**src/rtl/latency_event_encoder.sv**
```systemverilog
// Time-to-first-spike encoder: walks a latency window and drives the 42-line event bus,
// holding each event until acknowledged. Optional macro WTA_STOP_EN aborts a frame on any spike.
module latency_event_encoder #(
  parameter int unsigned p_lat_width   = 4,
  parameter int unsigned p_gap         = 2,
  parameter int unsigned p_ack_timeout = 16,
  parameter int unsigned p_n           = 4
) (
  input  logic                      i_clk,
  input  logic                      i_rst_n,
  input  logic                      i_frame_valid,
  output logic                      o_frame_ready,
  input  logic [42*p_lat_width-1:0] i_latency,
  input  logic [42:1]               i_sync,
  input  logic [p_n:1]              i_spike,
  output logic [42:1]               o_event,
  output logic [p_lat_width-1:0]    o_timestep,
  output logic                      o_frame_done,
  output logic                      o_ack_err
);

  localparam int unsigned NumSyn   = 42;
  localparam int unsigned TMax     = (1 << p_lat_width) - 1;
  localparam int unsigned TimerW   = (p_ack_timeout > 1) ? $clog2(p_ack_timeout) : 1;
  localparam int unsigned GapW     = (p_gap > 1) ? $clog2(p_gap) : 1;
  localparam int unsigned GapLastI = (p_gap == 0) ? 0 : p_gap - 1;

  localparam logic [p_lat_width-1:0] TLast     = p_lat_width'(TMax - 1);
  localparam logic [TimerW-1:0]      TimerLast = TimerW'(p_ack_timeout - 1);
  localparam logic [GapW-1:0]        GapLast   = GapW'(GapLastI);

  typedef enum logic [2:0] {
    StIdle,
    StScan,
    StAck,
    StGap,
    StDone
  } state_e;

  state_e                          state_q, state_d;
  logic [NumSyn*p_lat_width-1:0]   lat_q, lat_d;
  logic [p_lat_width-1:0]          t_q, t_d;
  logic [NumSyn:1]                 pending_q, pending_d;
  logic [TimerW-1:0]               timer_q, timer_d;
  logic [GapW-1:0]                 gap_q, gap_d;
  logic                            err_q, err_d;

  logic [NumSyn:1] mask;
  logic [NumSyn:1] remaining;
  logic            advance;
  logic            to_gap;

  always_comb begin
    mask = '0;
    for (int s = 1; s <= NumSyn; s++) begin
      mask[s] = (lat_q[(s-1)*p_lat_width +: p_lat_width] == t_q);
    end
  end

  assign remaining = pending_q & ~i_sync;

  always_comb begin
    state_d   = state_q;
    lat_d     = lat_q;
    t_d       = t_q;
    pending_d = pending_q;
    timer_d   = timer_q;
    gap_d     = gap_q;
    err_d     = err_q;
    advance   = 1'b0;
    to_gap    = 1'b0;

    unique case (state_q)
      StIdle: begin
        if (i_frame_valid) begin
          lat_d   = i_latency;
          t_d     = '0;
          err_d   = 1'b0;
          state_d = StScan;
        end
      end
      StScan: begin
        if (mask != '0) begin
          pending_d = mask;
          timer_d   = '0;
          state_d   = StAck;
        end else begin
          advance = 1'b1;
        end
      end
      StAck: begin
        // A clearing sync takes priority over a simultaneous timeout.
        if (remaining == '0) begin
          pending_d = '0;
          to_gap    = 1'b1;
        end else if (timer_q == TimerLast) begin
          pending_d = '0;
          err_d     = 1'b1;
          to_gap    = 1'b1;
        end else begin
          pending_d = remaining;
          timer_d   = timer_q + 1'b1;
        end
      end
      StGap: begin
        if (gap_q == GapLast) begin
          advance = 1'b1;
        end else begin
          gap_d = gap_q + 1'b1;
        end
      end
      StDone: begin
        state_d = StIdle;
      end
      default: begin
        state_d = StIdle;
      end
    endcase

    if (to_gap) begin
      if (p_gap == 0) begin
        advance = 1'b1;
      end else begin
        gap_d   = '0;
        state_d = StGap;
      end
    end

    if (advance) begin
      if (t_q == TLast) begin
        state_d = StDone;
      end else begin
        t_d     = t_q + 1'b1;
        state_d = StScan;
      end
    end

`ifdef WTA_STOP_EN
    if ((|i_spike) && (state_q inside {StScan, StAck, StGap})) begin
      pending_d = '0;
      state_d   = StDone;
    end
`endif
  end

`ifndef WTA_STOP_EN
  logic unused_spike;
  assign unused_spike = ^i_spike;
`endif

  always_ff @(posedge i_clk or negedge i_rst_n) begin
    if (!i_rst_n) begin
      state_q   <= StIdle;
      lat_q     <= '0;
      t_q       <= '0;
      pending_q <= '0;
      timer_q   <= '0;
      gap_q     <= '0;
      err_q     <= 1'b0;
    end else begin
      state_q   <= state_d;
      lat_q     <= lat_d;
      t_q       <= t_d;
      pending_q <= pending_d;
      timer_q   <= timer_d;
      gap_q     <= gap_d;
      err_q     <= err_d;
    end
  end

  assign o_event       = pending_q;
  assign o_timestep    = t_q;
  assign o_frame_done  = (state_q == StDone);
  assign o_frame_ready = (state_q == StIdle);
  assign o_ack_err     = err_q;

endmodule
```
**config.mk**
```make
export PLATFORM = sky130hd
export DESIGN_NAME = latency_event_encoder
export DESIGN_NICKNAME = d
export VERILOG_FILES = /design/src/rtl/latency_event_encoder.sv
export SDC_FILE = /design/constraint.sdc
export NUM_CORES = 1
export LEC_CHECK = 0
export BUFFER_PORTS_ARGS = -buffer_cell sky130_fd_sc_hd__buf_4
export CAP_MARGIN = 20
export CORE_ASPECT_RATIO = 0.6
export CORE_MARGIN = 2
export CORE_UTILIZATION = 45
export CTS_BUF_LIST = sky130_fd_sc_hd__clkbuf_8
export DETAILED_ROUTE_END_ITERATION = 7
export GPL_ROUTABILITY_DRIVEN = 0
export HOLD_SLACK_MARGIN = 0.05
export PLACE_DENSITY = 0.71
export SYNTH_ARGS = -nofsm -noshare
export SYNTH_HDL_FRONTEND = slang
export SYNTH_SLANG_ARGS = --single-unit
```
**constraint.sdc**
```tcl
create_clock -name i_clk -period 3.65 [get_ports i_clk]
set_clock_uncertainty 0.2 [all_clocks]
set_input_delay 0.365 -clock i_clk [delete_from_list [all_inputs] [get_ports i_clk]]
set_output_delay 0.365 -clock i_clk [all_outputs]
set_load 0.01 [all_outputs]
```
# After elaboration in Yosys (flattened, before gate mapping)
# Cells that the tools add are included.
[op_classes]
div = 0
mux = 31
add_sub_neg = 3
n_eq_ne = 56
magnitude_cmp = 0
n_shift = 0
mul = 0
bitwise = 2
n_reduce_logical = 12
[op_table]
columns = ["cell", "n"]
rows = [
  ["== test 4 bit", 42],
  ["2-to-1 mux 42 bit", 3],
  ["one-hot mux 42 bit (2 select lines)", 1],
  ["bitwise AND 42 bit", 1],
  ["logical NOT 42 bit", 1],
  ["inverter 42 bit", 1],
  ["nonzero test 42 bit", 1],
  ["2-to-1 mux 4 bit", 7],
  ["2-to-1 mux 3 bit", 5],
  ["2-to-1 mux 1 bit", 11],
  ["!= test 2 bit (second input constant)", 5],
  ["one-hot mux 3 bit (3 select lines)", 1],
  ["adder 4 x 1 -> 4 bit (second input constant)", 2],
  ["== test 4 bit (second input constant)", 2],
  ["one-hot mux 4 bit (2 select lines)", 1],
  ["AND reduction 4 bit", 2],
  ["== test 3 x 2 -> 1 bit (second input constant)", 2],
  ["nonzero test 2 bit", 3],
  ["!= test 4 x 2 -> 1 bit (second input constant)", 1],
  ["!= test 4 bit (second input constant)", 1],
  ["one-hot mux 1 bit (2 select lines)", 2],
  ["AND reduction 2 bit", 2],
  ["== test 3 x 1 -> 1 bit (second input constant)", 1],
  ["== test 3 bit (second input constant)", 1],
  ["other kinds (5)", 5],
]
[word_totals]
latch_bits = 0
register_bits = 223
n_memories = 0
wordCells = 111
ramBits = 0
rom_bits = 0
out_inout_bits = 49
in_bits = 217

# Logic depth before layout (Yosys ltp)
[depth]
word_depth = 7
depth_mapped = 11

# Worst setup path after synthesis
# Ideal clock, no wire load.
[synth_timing]
path_type = "register to register"
startpoint = "register t_q[1] (netlist: o_timestep[1])"
endpoint = "register t_q[2] (netlist: o_timestep[2])"
required_time_ns = 3.372
stages_incl_launch_ff = 10
arrival_ns = 2.703
slack_ns = 0.669
period_less_slack_ns = 2.981
setup_ns = 0.078
path_cell_list = "dfrtp_1 > buf_6 > buf_8 > xnor2_1 > nand4_1 > or4bb_1 > or4_1 > o41a_1 > or3_1 > a21oi_1"
[synth_between]
elab_chain_len = 5
word_cells_on_any_way = 49
classes_between = "add/sub (1); eq/ne (43); mux (4); reduce/logical (1)"
[synth_lines]
columns = ["item", "line_no", "source"]
rows = [
  ["start: declaration", "42", "logic [p_lat_width-1:0] t_q, t_d;"],
  ["start signal: assignment", "163", "t_q <= t_d;"],
  ["== test 4 bit", "56", "mask[s] = (lat_q[(s-1)*p_lat_width +: p_lat_width] == t_q);"],
  ["nonzero test 42 bit", "83", "if (mask != '0) begin"],
  ["2-to-1 mux 1 bit", "83", ""],
  ["one-hot mux 1 bit (2 select lines)", "73", "unique case (state_q)"],
  ["2-to-1 mux 4 bit *", "129", "if (advance) begin"],
  ["via t_d[2]", "42", ""],
]
# Mark *: on every way through the listed nets, which the timed path passes. The rest lies on a longest branch.
# A chain may end at the register's enable or synchronous reset.

# Worst setup path in the final report
[layout_timing]
startpoint = "register t_q[0] (netlist: o_timestep[0])"
endpoint = "register t_q[0] (netlist: o_timestep[0])"
# Same word-level chain as after synthesis.

==> flow_summary.yaml <==
floorplanning:
  row_count: 44
  die-area_mm2: 0.0264
  die_h_um: 127
  core_mm2: 0.0244
  ios: 266
  initial_core_util_pct: 46.2
  die_w_um: 208
drt:
  drc: 0
  viasPerCell: 5.18
  wl_mm: 37.3
  first_pass_iters: 5
  wl_per_cell_um: 18.1
  route.vias.total: 10721
  drt_iter0_drc: 987
  ant_nets: 0
power_and_ir_drop:
  power.internal_mw: 7.56
  power_mw: 13.0
  switching_share_pct: 41.7
  switchingPower_mw: 5.41
  max-vdd-ir-drop_mv: 0.368
  p_comb_share_pct: 49.0
  p_leak_nw: 8.16
  power_density_mw_per_mm2: 794
  clockPowerShare_pct: 16.3
  seqPwrFrac_pct: 34.7
synthesis:
  synth_cells: 1276
  avgSynthCellArea_um2: 8.84
  yosysTopAreaCell: "dfrtp_1"
  yosys_warnings: 0
  ys_top_cells_by_area: "dfrtp_1, nand2_1, xnor2_1"
  yosysUniqueCellTypes: 39
  yosysSeqAreaShare_pct: 49.5
  synthFlopType: "dfrtp_1"
  netlist_area_mm2: 0.0113
  async_flop_share_pct: 100
  synth_nets: 1496
  synth-edff-count: 0
  ys_ff_latch: 223
  synth.most_common_cell: "nand2_1"
  netlist.area_leader.share_pct: 49.5
  synthTopCellsByCount: "nand2_1, dfrtp_1, xnor2_1, clkbuf_1, xor2_1"
hold_path:
  hold-path-endpoint: "o_event[15]"
  holdCritStartpoint: "i_sync[15]"
  min_path_type: "primary input to register"
  hold_depth: 3
clocking:
  cts_buffer_depth: 3
  clock_latency_ps: 540
  clk_pin_slew_ps: 60
  cts_buffers: 36
  ctsResizeCount: 0
  ctsRootBufferMaster: "clkbuf_8"
  cts_tree: "built"
  htree_levels: 2
  cts.sinks: 223
global_routing:
  grt_pass1_vias: 10746
  antenna_found_initial: 0
  grt_first_pass_wirelength_mm: 58.1
  grt.overflow.total: 0
  track_usage_pct: 28.4
  grt_max_degree: 96
final_layout:
  finalInstanceArea_mm2: 0.0163
  final_util_pct: 66.9
  area_growth_pct: 44.7
  finalNonFillerCells: 2069
  seqCellArea_mm2: 0.00559
  fin_nets: 1950
  fill_cells: 1907
  multiInputGateArea_mm2: 0.00525
  diodes: 0
  drive_gt1_share_pct: 19.7
placement:
  port-buffer-count: 261
  post-place-cells: 1809
  dp_hpwl_mm: 24.7
  placed_area_mm2: 0.0136
  dp_slack_ps: 250
sta:
  hold_viol: 0
  setup_ws_ps: 233
  slew_viol_final: 0
  rsz0062_at_grt: "no"
  timing.final.crit_share_pct: 93.6
  tightest_slew_ps: 968
  fin_tns_setup_ps: 0
  fin_worst_hold_slack_ps: 83.6
  setup_viol: 0
  post-route-min-period_ps: 3420
  max_freq_ghz: 0.293
  timing.slew.headroom_pct: 34.9
critical_path:
  regToRegEndpoint: "o_timestep[0]"
  critPathKind: "register to register"
  r2r-start: "o_timestep[0]"
  reg2reg_depth: 8
  critPathLaunchType: "register"
  crit_arrival_ps: 3660
  required_ps: 3900
  rrSetupSlack_ps: 230
  endpoint_kind: "register"
  path_max_fanout: 18
run:
  max_cap_violations: 0
run_status:
  status: "complete, no violations"
-- metal layers --
| layer | vias to the layer above | wire (um) | global-route usage (%) |
|---|---|---|---|
| met5 | - | 0 | 0 |
| met4 | 0 | 1070 | 9.61 |
| met3 | 87 | 2950 | 5.77 |
| met2 | 481 | 16100 | 42.2 |
| met1 | 5093 | 17300 | 41.5 |
| li1 | 5060 | - | - |
-- power by group through the flow --
stage	registers, mW	clock network [mW]	logic [mW]
floorplan	4.35	0	4.15
global placement	4.51	0	5.95
detailed placement	4.52	0	6.09
CTS	4.49	2.14	6.29
global route	4.63	2.24	6.98
finish	4.50	2.11	6.35
-- logic make-up (layout without fill, tap and decap cells) --
family / Yosys count / in the layout / synth area share, %
AOI/OAI and AO/OA: 124 / 124 / 7.79
xor gates and xnor gates: 170 / 170 / 13.2
adders and majority gates: 3 / 3 / 0.333
buffers and inverters: 91 / 562 / 4.18
DFF: 223 / 223 / 49.5
muxes: 3 / 3 / 0.266
and+or+nand+nor: 662 / 662 / 24.7
-- state kept, by name (all words and copies together) (netlist names) --
| register | count |
|---|---|
| o_ack_err | 1 |
| state_q | 3 |
| o_timestep | 4 |
| timer_q | 4 |
| o_event | 42 |
| gap_q | 1 |
| lat_q | 168 |
-- layout by cell type (no fill, tap or decap), types with 7 or more instances in the layout --
cell / instances
nor2_1: 22
a32oi_1: 27
xor2_1: 46
nand3_1: 8
a21oi_1: 14
nand4_1: 39
nand2_1: 514
inv_1: 22
a21o_1: 12
buf_4: 279
dlygate4sd3_1: 205
xnor2_1: 124
clkbuf_8: 43
o21ai_0: 43
nor3_1: 7
nor2b_1: 36
a2111oi_0: 7
nor4_1: 14
o211a_1: 12
buf_12: 11
dfrtp_1: 219
-- final cells by class --
type                    instances  area share (%)
clock buffers                  43            3.63
clock inverters                12           0.437
inverters                      11           0.253
multi-input cells             962            32.1
flip-flops and latches        223            34.2
well taps                     322            2.47
repair buffers                496            26.8
-- worst max path at each step --
stage                  start            end  slack [ps]  cells after the start
2_1_floorplan  o_timestep[1]  o_timestep[2]         670                      9
3_3_place_gp   o_timestep[0]  o_timestep[2]         280                      8
3_5_place_dp   o_timestep[0]  o_timestep[2]         250                      8
4_1_cts        o_timestep[0]  o_timestep[1]         220                      8
5_1_grt        o_timestep[0]  o_timestep[1]          60                      8
6_report       o_timestep[0]  o_timestep[0]         230                      8
-- timing repair --
item	CTS	global route
hold buffers	205	0
setup buffers	0	0
endpoints found under the hold margin	296	0
-- critical path: stages (launching register included) --
cell     delay [ps]
dfrtp_2         560
buf_4           390
xnor2_1         120
nand4_1         270
nand4_1         140
or4_1           610
o41a_1          520
nor2_1          280
mux2i_1         230
Power figures use the tool's default switching activity.
